===== config.mk =====
export PLATFORM = sky130hd
export DESIGN_NAME = bank_port_initiator_flat
export DESIGN_NICKNAME = d
export VERILOG_FILES = /design/src/rtl/bank_port_initiator_if.sv /design/src/rtl/bank_port_initiator.sv /design/src/flat_wrapper.sv
export SDC_FILE = /design/constraint.sdc
export NUM_CORES = 1
export LEC_CHECK = 0
export CORE_ASPECT_RATIO = 1.25
export CORE_UTILIZATION = 45
export CTS_BUF_LIST = sky130_fd_sc_hd__clkbuf_16
export DETAILED_ROUTE_END_ITERATION = 8
export REMOVE_ABC_BUFFERS = 1
export SLEW_MARGIN = 20
export SYNTH_ARGS = -nofsm -noshare
export SYNTH_HDL_FRONTEND = slang
export SYNTH_SLANG_ARGS = --single-unit

===== constraint.sdc =====
create_clock -name i_clk -period 11.9 [get_ports i_clk]
set_input_delay 3.57 -clock i_clk [delete_from_list [all_inputs] [get_ports i_clk]]
set_output_delay 3.57 -clock i_clk [all_outputs]
set_load 0.03 [all_outputs]

===== src/rtl/bank_port_initiator_if.sv =====
// Command, RAM-port and response signals of one bank_port_initiator.
// The slave modport is the initiator's view; master is the client/RAM side.
interface bank_port_initiator_if #(
  parameter int ADDR_WIDTH = 12,
  parameter int DATA_WIDTH = 8
);
  logic                  i_cmd_valid;
  logic                  o_cmd_ready;
  logic                  i_cmd_we;
  logic [ADDR_WIDTH-1:0] i_cmd_addr;
  logic [DATA_WIDTH-1:0] i_cmd_wdata;
  logic                  o_mem_en;
  logic                  o_mem_we;
  logic [ADDR_WIDTH-1:0] o_mem_addr;
  logic [DATA_WIDTH-1:0] o_mem_din;
  logic [DATA_WIDTH-1:0] i_mem_dout;
  logic                  o_rsp_valid;
  logic                  i_rsp_ready;
  logic [DATA_WIDTH-1:0] o_rsp_data;
  logic [ADDR_WIDTH-1:0] o_rsp_addr;
  logic                  o_busy;

  modport slave (
    input  i_cmd_valid, i_cmd_we, i_cmd_addr, i_cmd_wdata, i_mem_dout, i_rsp_ready,
    output o_cmd_ready, o_mem_en, o_mem_we, o_mem_addr, o_mem_din,
           o_rsp_valid, o_rsp_data, o_rsp_addr, o_busy
  );

  modport master (
    output i_cmd_valid, i_cmd_we, i_cmd_addr, i_cmd_wdata, i_mem_dout, i_rsp_ready,
    input  o_cmd_ready, o_mem_en, o_mem_we, o_mem_addr, o_mem_din,
           o_rsp_valid, o_rsp_data, o_rsp_addr, o_busy
  );
endinterface


===== src/rtl/bank_port_initiator.sv =====
// Initiator engine for one port of the banked dual-port RAM: issues registered
// strobes, tracks read latency, buffers responses and blocks read-after-write hazards.
module bank_port_initiator #(
  parameter int ADDR_WIDTH    = 12,
  parameter int DATA_WIDTH    = 8,
  parameter int READ_LATENCY  = 3,
  parameter int WRITE_LATENCY = 3,
  parameter int RSP_DEPTH     = 4
) (
  input  logic                 i_clk,
  input  logic                 i_rst,
  bank_port_initiator_if.slave bus
);
  localparam int CW  = $clog2(RSP_DEPTH + 1) + 1;
  localparam int PW  = (RSP_DEPTH > 1) ? $clog2(RSP_DEPTH) : 1;
  localparam int AGW = $clog2(WRITE_LATENCY + 1);
  localparam int HPW = (WRITE_LATENCY > 1) ? $clog2(WRITE_LATENCY) : 1;

  logic                    mem_en_q, mem_en_d, mem_we_q, mem_we_d;
  logic [ADDR_WIDTH-1:0]   mem_addr_q, mem_addr_d;
  logic [DATA_WIDTH-1:0]   mem_din_q, mem_din_d;
  logic [READ_LATENCY-1:0] trk_vld_q, trk_vld_d;
  logic [ADDR_WIDTH-1:0]   trk_addr_q [READ_LATENCY];
  logic [ADDR_WIDTH-1:0]   trk_addr_d [READ_LATENCY];
  logic                    cap_vld_q, cap_vld_d;
  logic [ADDR_WIDTH-1:0]   cap_addr_q, cap_addr_d;
  logic [DATA_WIDTH-1:0]   cap_data_q, cap_data_d;
  logic [DATA_WIDTH-1:0]   fifo_data_q [RSP_DEPTH];
  logic [DATA_WIDTH-1:0]   fifo_data_d [RSP_DEPTH];
  logic [ADDR_WIDTH-1:0]   fifo_addr_q [RSP_DEPTH];
  logic [ADDR_WIDTH-1:0]   fifo_addr_d [RSP_DEPTH];
  logic [PW-1:0]           wr_ptr_q, wr_ptr_d, rd_ptr_q, rd_ptr_d;
  logic [CW-1:0]           count_q, count_d;
  logic [AGW-1:0]          haz_age_q [WRITE_LATENCY];
  logic [AGW-1:0]          haz_age_d [WRITE_LATENCY];
  logic [ADDR_WIDTH-1:0]   haz_addr_q [WRITE_LATENCY];
  logic [ADDR_WIDTH-1:0]   haz_addr_d [WRITE_LATENCY];
  logic [HPW-1:0]          haz_ptr_q, haz_ptr_d;

  logic [CW-1:0] inflight_s;
  logic          credit_ok_s, haz_match_s, haz_live_s;
  logic          cmd_ready_s, accept_s, rsp_valid_s, pop_s;

  function automatic logic [PW-1:0] rsp_ptr_inc(input logic [PW-1:0] p);
    if (p == PW'(RSP_DEPTH - 1)) begin
      return {PW{1'b0}};
    end else begin
      return p + PW'(1);
    end
  endfunction

  function automatic logic [HPW-1:0] haz_ptr_inc(input logic [HPW-1:0] p);
    if (p == HPW'(WRITE_LATENCY - 1)) begin
      return {HPW{1'b0}};
    end else begin
      return p + HPW'(1);
    end
  endfunction

  // Credit and hazard status; an entry of age 1 expires at the coming edge, so it no longer blocks.
  always_comb begin
    inflight_s = CW'(mem_en_q & ~mem_we_q) + CW'(cap_vld_q);
    for (int i = 0; i < READ_LATENCY; i++) begin
      inflight_s = inflight_s + CW'(trk_vld_q[i]);
    end
    haz_match_s = 1'b0;
    haz_live_s  = 1'b0;
    for (int i = 0; i < WRITE_LATENCY; i++) begin
      haz_match_s = haz_match_s | ((haz_age_q[i] > AGW'(1)) & (haz_addr_q[i] == bus.i_cmd_addr));
      haz_live_s  = haz_live_s | (haz_age_q[i] != {AGW{1'b0}});
    end
    credit_ok_s = (inflight_s + count_q) < CW'(RSP_DEPTH);
    cmd_ready_s = ~i_rst & (bus.i_cmd_we | (credit_ok_s & ~haz_match_s));
    accept_s    = bus.i_cmd_valid & cmd_ready_s;
    rsp_valid_s = (count_q != {CW{1'b0}});
    pop_s       = rsp_valid_s & bus.i_rsp_ready;
  end

  // Issue strobes and the read-latency tracking pipe.
  always_comb begin
    mem_en_d   = accept_s;
    mem_we_d   = accept_s & bus.i_cmd_we;
    mem_addr_d = mem_addr_q;
    mem_din_d  = mem_din_q;
    if (accept_s) begin
      mem_addr_d = bus.i_cmd_addr;
      if (bus.i_cmd_we) begin
        mem_din_d = bus.i_cmd_wdata;
      end else begin
        mem_din_d = mem_din_q;
      end
    end else begin
      mem_addr_d = mem_addr_q;
    end
    trk_vld_d[0]  = mem_en_q & ~mem_we_q;
    trk_addr_d[0] = mem_addr_q;
    for (int i = 1; i < READ_LATENCY; i++) begin
      trk_vld_d[i]  = trk_vld_q[i-1];
      trk_addr_d[i] = trk_addr_q[i-1];
    end
    cap_vld_d  = trk_vld_q[READ_LATENCY-1];
    cap_addr_d = trk_addr_q[READ_LATENCY-1];
    if (trk_vld_q[READ_LATENCY-1]) begin
      cap_data_d = bus.i_mem_dout;
    end else begin
      cap_data_d = cap_data_q;
    end
  end

  // Response FIFO and hazard tracker next state.
  always_comb begin
    fifo_data_d = fifo_data_q;
    fifo_addr_d = fifo_addr_q;
    wr_ptr_d    = wr_ptr_q;
    rd_ptr_d    = rd_ptr_q;
    if (cap_vld_q) begin
      fifo_data_d[wr_ptr_q] = cap_data_q;
      fifo_addr_d[wr_ptr_q] = cap_addr_q;
      wr_ptr_d              = rsp_ptr_inc(wr_ptr_q);
    end else begin
      wr_ptr_d = wr_ptr_q;
    end
    if (pop_s) begin
      rd_ptr_d = rsp_ptr_inc(rd_ptr_q);
    end else begin
      rd_ptr_d = rd_ptr_q;
    end
    case ({cap_vld_q, pop_s})
      2'b10:   count_d = count_q + CW'(1);
      2'b01:   count_d = count_q - CW'(1);
      default: count_d = count_q;
    endcase
    haz_addr_d = haz_addr_q;
    for (int i = 0; i < WRITE_LATENCY; i++) begin
      haz_age_d[i] = (haz_age_q[i] != {AGW{1'b0}}) ? haz_age_q[i] - AGW'(1) : {AGW{1'b0}};
    end
    if (accept_s && bus.i_cmd_we) begin
      haz_age_d[haz_ptr_q]  = AGW'(WRITE_LATENCY);
      haz_addr_d[haz_ptr_q] = bus.i_cmd_addr;
      haz_ptr_d             = haz_ptr_inc(haz_ptr_q);
    end else begin
      haz_ptr_d = haz_ptr_q;
    end
  end

  // State registers; reset drops every pending read and hazard.
  always_ff @(posedge i_clk or posedge i_rst) begin
    if (i_rst) begin
      mem_en_q    <= 1'b0;
      mem_we_q    <= 1'b0;
      mem_addr_q  <= {ADDR_WIDTH{1'b0}};
      mem_din_q   <= {DATA_WIDTH{1'b0}};
      trk_vld_q   <= {READ_LATENCY{1'b0}};
      trk_addr_q  <= '{default: {ADDR_WIDTH{1'b0}}};
      cap_vld_q   <= 1'b0;
      cap_addr_q  <= {ADDR_WIDTH{1'b0}};
      cap_data_q  <= {DATA_WIDTH{1'b0}};
      fifo_data_q <= '{default: {DATA_WIDTH{1'b0}}};
      fifo_addr_q <= '{default: {ADDR_WIDTH{1'b0}}};
      wr_ptr_q    <= {PW{1'b0}};
      rd_ptr_q    <= {PW{1'b0}};
      count_q     <= {CW{1'b0}};
      haz_age_q   <= '{default: {AGW{1'b0}}};
      haz_addr_q  <= '{default: {ADDR_WIDTH{1'b0}}};
      haz_ptr_q   <= {HPW{1'b0}};
    end else begin
      mem_en_q    <= mem_en_d;
      mem_we_q    <= mem_we_d;
      mem_addr_q  <= mem_addr_d;
      mem_din_q   <= mem_din_d;
      trk_vld_q   <= trk_vld_d;
      trk_addr_q  <= trk_addr_d;
      cap_vld_q   <= cap_vld_d;
      cap_addr_q  <= cap_addr_d;
      cap_data_q  <= cap_data_d;
      fifo_data_q <= fifo_data_d;
      fifo_addr_q <= fifo_addr_d;
      wr_ptr_q    <= wr_ptr_d;
      rd_ptr_q    <= rd_ptr_d;
      count_q     <= count_d;
      haz_age_q   <= haz_age_d;
      haz_addr_q  <= haz_addr_d;
      haz_ptr_q   <= haz_ptr_d;
    end
  end

  assign bus.o_cmd_ready = cmd_ready_s;
  assign bus.o_mem_en    = mem_en_q;
  assign bus.o_mem_we    = mem_we_q;
  assign bus.o_mem_addr  = mem_addr_q;
  assign bus.o_mem_din   = mem_din_q;
  assign bus.o_rsp_valid = rsp_valid_s;
  assign bus.o_rsp_data  = fifo_data_q[rd_ptr_q];
  assign bus.o_rsp_addr  = fifo_addr_q[rd_ptr_q];
  assign bus.o_busy      = (inflight_s != {CW{1'b0}}) | rsp_valid_s | haz_live_s;
endmodule


===== src/flat_wrapper.sv =====
// flat-port wrapper written by rule: the top's interface ports become plain ports
module bank_port_initiator_flat 
#(
  parameter int ADDR_WIDTH    = 12,
  parameter int DATA_WIDTH    = 8,
  parameter int READ_LATENCY  = 3,
  parameter int WRITE_LATENCY = 3,
  parameter int RSP_DEPTH     = 4
)
  (i_clk, i_rst, bus_i_cmd_valid, bus_i_cmd_we, bus_i_cmd_addr, bus_i_cmd_wdata, bus_i_mem_dout, bus_i_rsp_ready, bus_o_cmd_ready, bus_o_mem_en, bus_o_mem_we, bus_o_mem_addr, bus_o_mem_din, bus_o_rsp_valid, bus_o_rsp_data, bus_o_rsp_addr, bus_o_busy);
  bank_port_initiator_if #(.ADDR_WIDTH(ADDR_WIDTH), .DATA_WIDTH(DATA_WIDTH)) bus_i ();
  input  logic i_clk;
  input  logic i_rst;
  input wire logic [$bits(bus_i.i_cmd_valid)-1:0] bus_i_cmd_valid;
  input wire logic [$bits(bus_i.i_cmd_we)-1:0] bus_i_cmd_we;
  input wire logic [$bits(bus_i.i_cmd_addr)-1:0] bus_i_cmd_addr;
  input wire logic [$bits(bus_i.i_cmd_wdata)-1:0] bus_i_cmd_wdata;
  input wire logic [$bits(bus_i.i_mem_dout)-1:0] bus_i_mem_dout;
  input wire logic [$bits(bus_i.i_rsp_ready)-1:0] bus_i_rsp_ready;
  output wire logic [$bits(bus_i.o_cmd_ready)-1:0] bus_o_cmd_ready;
  output wire logic [$bits(bus_i.o_mem_en)-1:0] bus_o_mem_en;
  output wire logic [$bits(bus_i.o_mem_we)-1:0] bus_o_mem_we;
  output wire logic [$bits(bus_i.o_mem_addr)-1:0] bus_o_mem_addr;
  output wire logic [$bits(bus_i.o_mem_din)-1:0] bus_o_mem_din;
  output wire logic [$bits(bus_i.o_rsp_valid)-1:0] bus_o_rsp_valid;
  output wire logic [$bits(bus_i.o_rsp_data)-1:0] bus_o_rsp_data;
  output wire logic [$bits(bus_i.o_rsp_addr)-1:0] bus_o_rsp_addr;
  output wire logic [$bits(bus_i.o_busy)-1:0] bus_o_busy;
  assign bus_i.i_cmd_valid = bus_i_cmd_valid;
  assign bus_i.i_cmd_we = bus_i_cmd_we;
  assign bus_i.i_cmd_addr = bus_i_cmd_addr;
  assign bus_i.i_cmd_wdata = bus_i_cmd_wdata;
  assign bus_i.i_mem_dout = bus_i_mem_dout;
  assign bus_i.i_rsp_ready = bus_i_rsp_ready;
  assign bus_o_cmd_ready = bus_i.o_cmd_ready;
  assign bus_o_mem_en = bus_i.o_mem_en;
  assign bus_o_mem_we = bus_i.o_mem_we;
  assign bus_o_mem_addr = bus_i.o_mem_addr;
  assign bus_o_mem_din = bus_i.o_mem_din;
  assign bus_o_rsp_valid = bus_i.o_rsp_valid;
  assign bus_o_rsp_data = bus_i.o_rsp_data;
  assign bus_o_rsp_addr = bus_i.o_rsp_addr;
  assign bus_o_busy = bus_i.o_busy;
  bank_port_initiator #(.ADDR_WIDTH(ADDR_WIDTH), .DATA_WIDTH(DATA_WIDTH), .READ_LATENCY(READ_LATENCY), .WRITE_LATENCY(WRITE_LATENCY), .RSP_DEPTH(RSP_DEPTH)) u_core (.i_clk(i_clk), .i_rst(i_rst), .bus(bus_i));
endmodule

# == Yosys cells after proc, flatten, opt, wreduce, memory -nomap -nowiden ==
# Index checks and enable logic that the tools add are counted.
# totals
regBits,214
latch_bits,0
ram_bits,0
mem_bits_ro,0
input_bits,33
output_inout_bits,45
wordCells,119
memories,0
# op_classes
n_addsub,13
mul,0
div,0
magnitude_cmp,9
n_eq_ne,8
shift,0
muxes,25
bitwise_logic,25
reduce_logical,10
# ops
operator,count
$bwmux W48,1
$demux W12 S2,2
$mux W12,4
$bwmux W36,1
$eq A12 B12 Y1,3
$bwmux W32,1
$bmux W12 S2,1
$mux W8,3
$add A4 B1 Y4,4
$bmux W8 S2,1
$demux W8 S2,1
$mux W2,7
$and A1 B1 Y1,9
$ge A3 B3 Y1 const B,3
$not A2 Y3,3
$eq A2 B2 Y1 const B,4
$pmux W4 S2,1
$reduce_bool A2 Y1,4
$reduce_bool A4 Y1,2
$or A1 B1 Y1,7
$add A2 B1 Y2 const B,3
$gt A2 B1 Y1 const B,3
$lt A3 B1 Y1 const B,2
$mux W6,1
other kinds (13),19

# == Logic depth before layout (Yosys ltp) ==
# depth
ltp_word,14
depth_mapped,12
mapped_depth_nobuf,11

# == Least setup slack after synthesis ==
# OpenSTA, ideal clock, no wires.
# synth_timing
kind,input-to-output
startpoint,in bus_i_cmd_addr[11]
endpoint,out bus_o_cmd_ready
arrival_ps,4918
required_time_ps,8330
setup_slack_ps,3412
path_stages,7
n_path_buf,2
path_cell_list,buf_4 xnor2_1 nand4_1 nor4_2 o41a_4 buf_12 nor2_2
# synth_between
elab_chain_cells,8
word_cells_on_any_way,12
classes_between,eq/ne (3); bitwise (9)
# synth_rtl
item,line_no,source
start: declaration,flat_wrapper.sv:16,input wire logic [$bits(bus_i.i_cmd_addr)-1:0] bus_i_cmd_addr;
$eq A12 B12 Y1,bank_port_initiator.sv:69,haz_match_s = haz_match_s | ((haz_age_q[i] > AGW'(1)) & (haz_addr_q[i] == bus.i_cmd_addr));
$and A1 B1 Y1,bank_port_initiator.sv:69,
$or A1 B1 Y1,bank_port_initiator.sv:69,
$or A1 B1 Y1 *,bank_port_initiator.sv:69,
$not A1 Y1 *,bank_port_initiator.sv:73,cmd_ready_s = ~i_rst & (bus.i_cmd_we | (credit_ok_s & ~haz_match_s));
$and A1 B1 Y1 *,bank_port_initiator.sv:73,
$or A1 B1 Y1 *,bank_port_initiator.sv:73,
$and A1 B1 Y1 *,bank_port_initiator.sv:73,
end: declaration,flat_wrapper.sv:20,output wire logic [$bits(bus_i.o_cmd_ready)-1:0] bus_o_cmd_ready;
# Mark *: on every way between the ends. The rest lies on a longest branch, timed or not.

# == Final worst setup path ==
# layout_timing
startpoint,in bus_i_cmd_addr[3]
endpoint,out bus_o_cmd_ready
# The elaborated chain is that of the path after synthesis.

==> impl_summary.md <==
Placed design
After legalization and detailed placement, the total HPWL measured 10500 microns. The weighted congestion reported at the end of routability-driven placement is approximately 0.8. After detailed placement, the design holds a cell count of just under 900. The number of buffer cells added on primary ports is slightly below 80.

Clock network
The clock root buffer master is sky130_fd_sc_hd__clkbuf_16. The post-CTS setup repair buffer count is 0. The number of CTS-inserted buffers is 23.

The clock input transition at the sequential cells of the worst setup and hold paths is ~0.060 ns. TritonCTS built the clock tree. The post-cts gate resize count is 0. In this run the deepest clock path goes through 3 buffers. The level count of the clock H-tree is 1. The clock net in this run drives a total of 214 sinks. In this run, post-CTS hold repair placed 0 buffers.

At the later pin of the worst-skew pair, clock insertion delay measures about 0.5 ns.

Setup path
The startpoint-to-endpoint class of the critical path is in2out. Of all nets on the critical path, the largest fanout is 13. STA puts the critical path data required time at 8.33 ns. STA classifies the critical path startpoint as a primary input. For the worst setup path, the data arrival time is 6.00 ns.

STA classifies the critical path endpoint as a primary output. The register-to-register setup slack is 8.41 ns.

Cells and area
The fill cell total of the finished layout is between 1500 and 2000. The area added between synthesis and finish is 16.4%. The total inserted antenna cells is 0. Of the cells placed in the final design, the portion with a size suffix greater than 1 is 0.333. Excluding fillers, the count of instances in the completed layout stands at 925. Leaving out fill and tap cells, the most frequent cell in the layout is sky130_fd_sc_hd__dfrtp_1. In the layout the commonest cells are sky130_fd_sc_hd__dfrtp_1 (214), sky130_fd_sc_hd__mux2_2 (133), sky130_fd_sc_hd__clkdlybuf4s50_1 (77). After the last flow step, the layout net total stands at 692.

Timing
Derived from the worst setup path, the maximum achievable clock frequency is 104 MHz. The final number of hold-violating endpoints is 0. The period utilization is 0.804. The final total negative setup slack is 0 ns.

The number of pins with negative max-slew slack in the final report was 0. Measured against its own limit, the worst slew margin works out to 0.254. Setup violations remaining at the end of the flow were counted as 0. At the pin with the least slew margin, the transition time is about 1.1 ns.

Setup repair after global routing left no endpoint under its margin. The minimum period implied by the final worst setup slack is 9.57 ns. Clock skew on the completed layout was measured at 0.0105 ns.

Global route
The number of antenna violations at the first check in global routing is 0. Entering global routing, the biggest net connects 145 pins. The number of global-route vias before repair is 5126. For this run, the total global-route usage over all layers was measured as 0.170. After global routing the overflow that remains totals 0. The first global-routing pass estimated 27000 microns of wire.

Synth
The number of flip-flops and latches in the synthesized netlist is 214. Of the total synthesized cell area, the portion taken by XOR and XNOR cells is 0.0416. In this run, distinct cell masters in the synthesized netlist total 44.

Counting flops with a built-in enable in the synthesized netlist gives 0. The count of synthesis-stage warnings from yosys is 0. The sequential area share after synthesis is 0.596. The synthesized-area fraction occupied by ao, oa, aoi and oai cells is 0.0280. Of the post-synthesis cell area, the dominant cell type holds 0.596. The dominant register cell in the synthesized netlist is sky130_fd_sc_hd__dfrtp_1. The share of synthesized cell area in and, or, nand and nor gates is 0.0472. By area the synthesized netlist is led by sky130_fd_sc_hd__dfrtp_1 (60%), sky130_fd_sc_hd__mux2_2 (17%), sky130_fd_sc_hd__mux4_2 (5.0%). After synthesis, the largest family of logic cells by area is multiplexers. After synthesis, the share of cell area in mux cells is 0.218. Of all flip-flops after synthesis, the portion carrying an async set or reset was 1.00. The library cell with the largest summed area after synthesis is sky130_fd_sc_hd__dfrtp_1.

A synthesized cell averages 15.4 sq um. Summing every instance area after synthesis gives 0.00898 sq mm. The adder-cell area share of the yosys netlist is 0.0220. Synthesis produced a netlist whose cell count is 585.

Power and ir drop
Across the VDD grid, the largest voltage drop is 0.119 mV. The static leakage is 4.71 nW. The overall power consumption is 2.93 mW. In this run the power density over the cells is ~280 mW/mm^2.

Floorplan
Measured along the x axis, the die boundary spans 128 microns. The die is 160 microns tall. After floorplanning, the core was divided into 57 placement rows.

The top-level I/O count is 78. The area enclosed by the die boundary is just over 0.02 sq mm. The initial utilization of the core area, before any placement, comes to 0.461. The total core area is 0.0195 sq mm.

Routing
The routed length on met2 is 8590 microns. The number of design rule violations left after detail routing is 0. The highest metal layer used by the detailed router is met4. The count of vias placed by the detailed router is 4667. The met3 layer wire length in the routed design is 729 microns. The average wire per standard cell is 17.7 microns. Once detail routing completed, the nets flagged for antenna violations numbered 0. The initial DRC count is between 150 and 200. The number of iterations in the first detailed-routing pass is 4. For this block, wires on met1 add up to 6780 microns.

Dividing the detail-routed via count by the number of cells gives 5.05. Wires add up to between 15000 and 20000 microns.

Run status
The run finished with clean final reports.

Hold path
The worst hold path belongs to the class reg2reg.

Job
Across the run, the number of max-cap violations was 0.
==> stage by stage <==
step	hold WS [ns]	cell area (sq um)	utilization	worst slack, ns
2_1_floorplan	0.331	8630	-	2.48
3_3_place_gp	0.332	9760	0.502	2.35
3_5_place_dp	0.335	9770	0.502	2.32
4_1_cts	0.347	10500	0.537	2.32
5_1_grt	0.350	10500	0.537	2.21
6_report	0.345	10500	0.537	2.33
==> path summary, 6_finish.rpt <==
kind                                                     start                               endpoint  depth (start not counted)
worst max-delay path                         bus_i_cmd_addr[3]                        bus_o_cmd_ready                          7
worst min-delay path            u_core.trk_addr_d[3]$_DFF_PP0_         u_core.cap_addr_d[3]$_DFF_PP0_                          0
worst max register to register      u_core.cap_vld_q$_DFF_PP0_  u_core.bus.o_mem_addr[10]$_DFFE_PP0N_                         11
worst min register to register  u_core.trk_addr_d[3]$_DFF_PP0_         u_core.cap_addr_d[3]$_DFF_PP0_                          0
max in group asynchronous                                i_rst  u_core.bus.o_mem_addr[11]$_DFFE_PP0N_                          3
min in group asynchronous                                i_rst       u_core.haz_addr_q[3]$_DFFE_PP0P_                          2
==> logic make-up (layout without fill, tap and decap cells) <==
kind of cell / after synthesis / in the layout
and+or+nand+nor: 71 / 71
xor gates and xnor gates: 41 / 41
AOI/OAI and AO/OA: 27 / 27
DFF: 214 / 214
adders and majority gates: 14 / 14
muxes: 154 / 154
buffers and inverters: 64 / 139
==> routing by layer <==
metal  up-vias  global-route usage
met5         -                   0
met4         0              0.0444
met1      2429               0.207
li1       2144                   -
met2        73               0.303
met3        21              0.0355
==> layout make-up <==
class / instances / area, sq um / area share
clock buffers: 23 / 576 / 0.0551
clock inverters: 17 / 105 / 0.0101
flip-flops and latches: 214 / 5360 / 0.512
well taps: 265 / 332 / 0.0317
multi-input cells: 307 / 3220 / 0.308
inverters: 19 / 78.8 / 0.00754
repair buffers: 80 / 793 / 0.0759
==> Yosys cell counts (all sizes together) (2+ instances only) <==
master	instances
xor2	3
nand4	6
nor3	2
dfrtp	214
mux4	20
o21ai	5
fa	3
nor4	6
inv	19
nand2	40
a21o	7
nand3	4
buf	33
xnor2	38
nor2	5
ha	11
o22ai	12
clkbuf	12
mux2	133
==> flip-flops by register name (all words and copies together) (netlist names), 8 cells and up <==
register,flops
u_core.fifo_data_q,32
u_core.bus.o_mem_addr,12
u_core.bus.o_mem_din,8
u_core.haz_addr_q,36
u_core.fifo_addr_q,48
u_core.cap_addr_d,12
u_core.cap_data_q,8
u_core.trk_addr_d,24
u_core.cap_addr_q,12
==> critical path, cell delays in order <==
cell and delay, ns:
sky130_fd_sc_hd__clkdlybuf4s50_1 0.57, sky130_fd_sc_hd__xnor2_1 0.20, sky130_fd_sc_hd__nand3_1 0.18, sky130_fd_sc_hd__nor4_4 0.08, sky130_fd_sc_hd__o41a_4 0.59, sky130_fd_sc_hd__nor2_2 0.12
sky130_fd_sc_hd__clkdlybuf4s50_1 0.68
==> where the power goes <==
part           total, mW  internal [mW]  switching, mW
sequential          1.27           1.05          0.220
clock              0.643          0.372          0.271
combinational       1.01          0.545          0.467
Power figures use the tool's default switching activity.
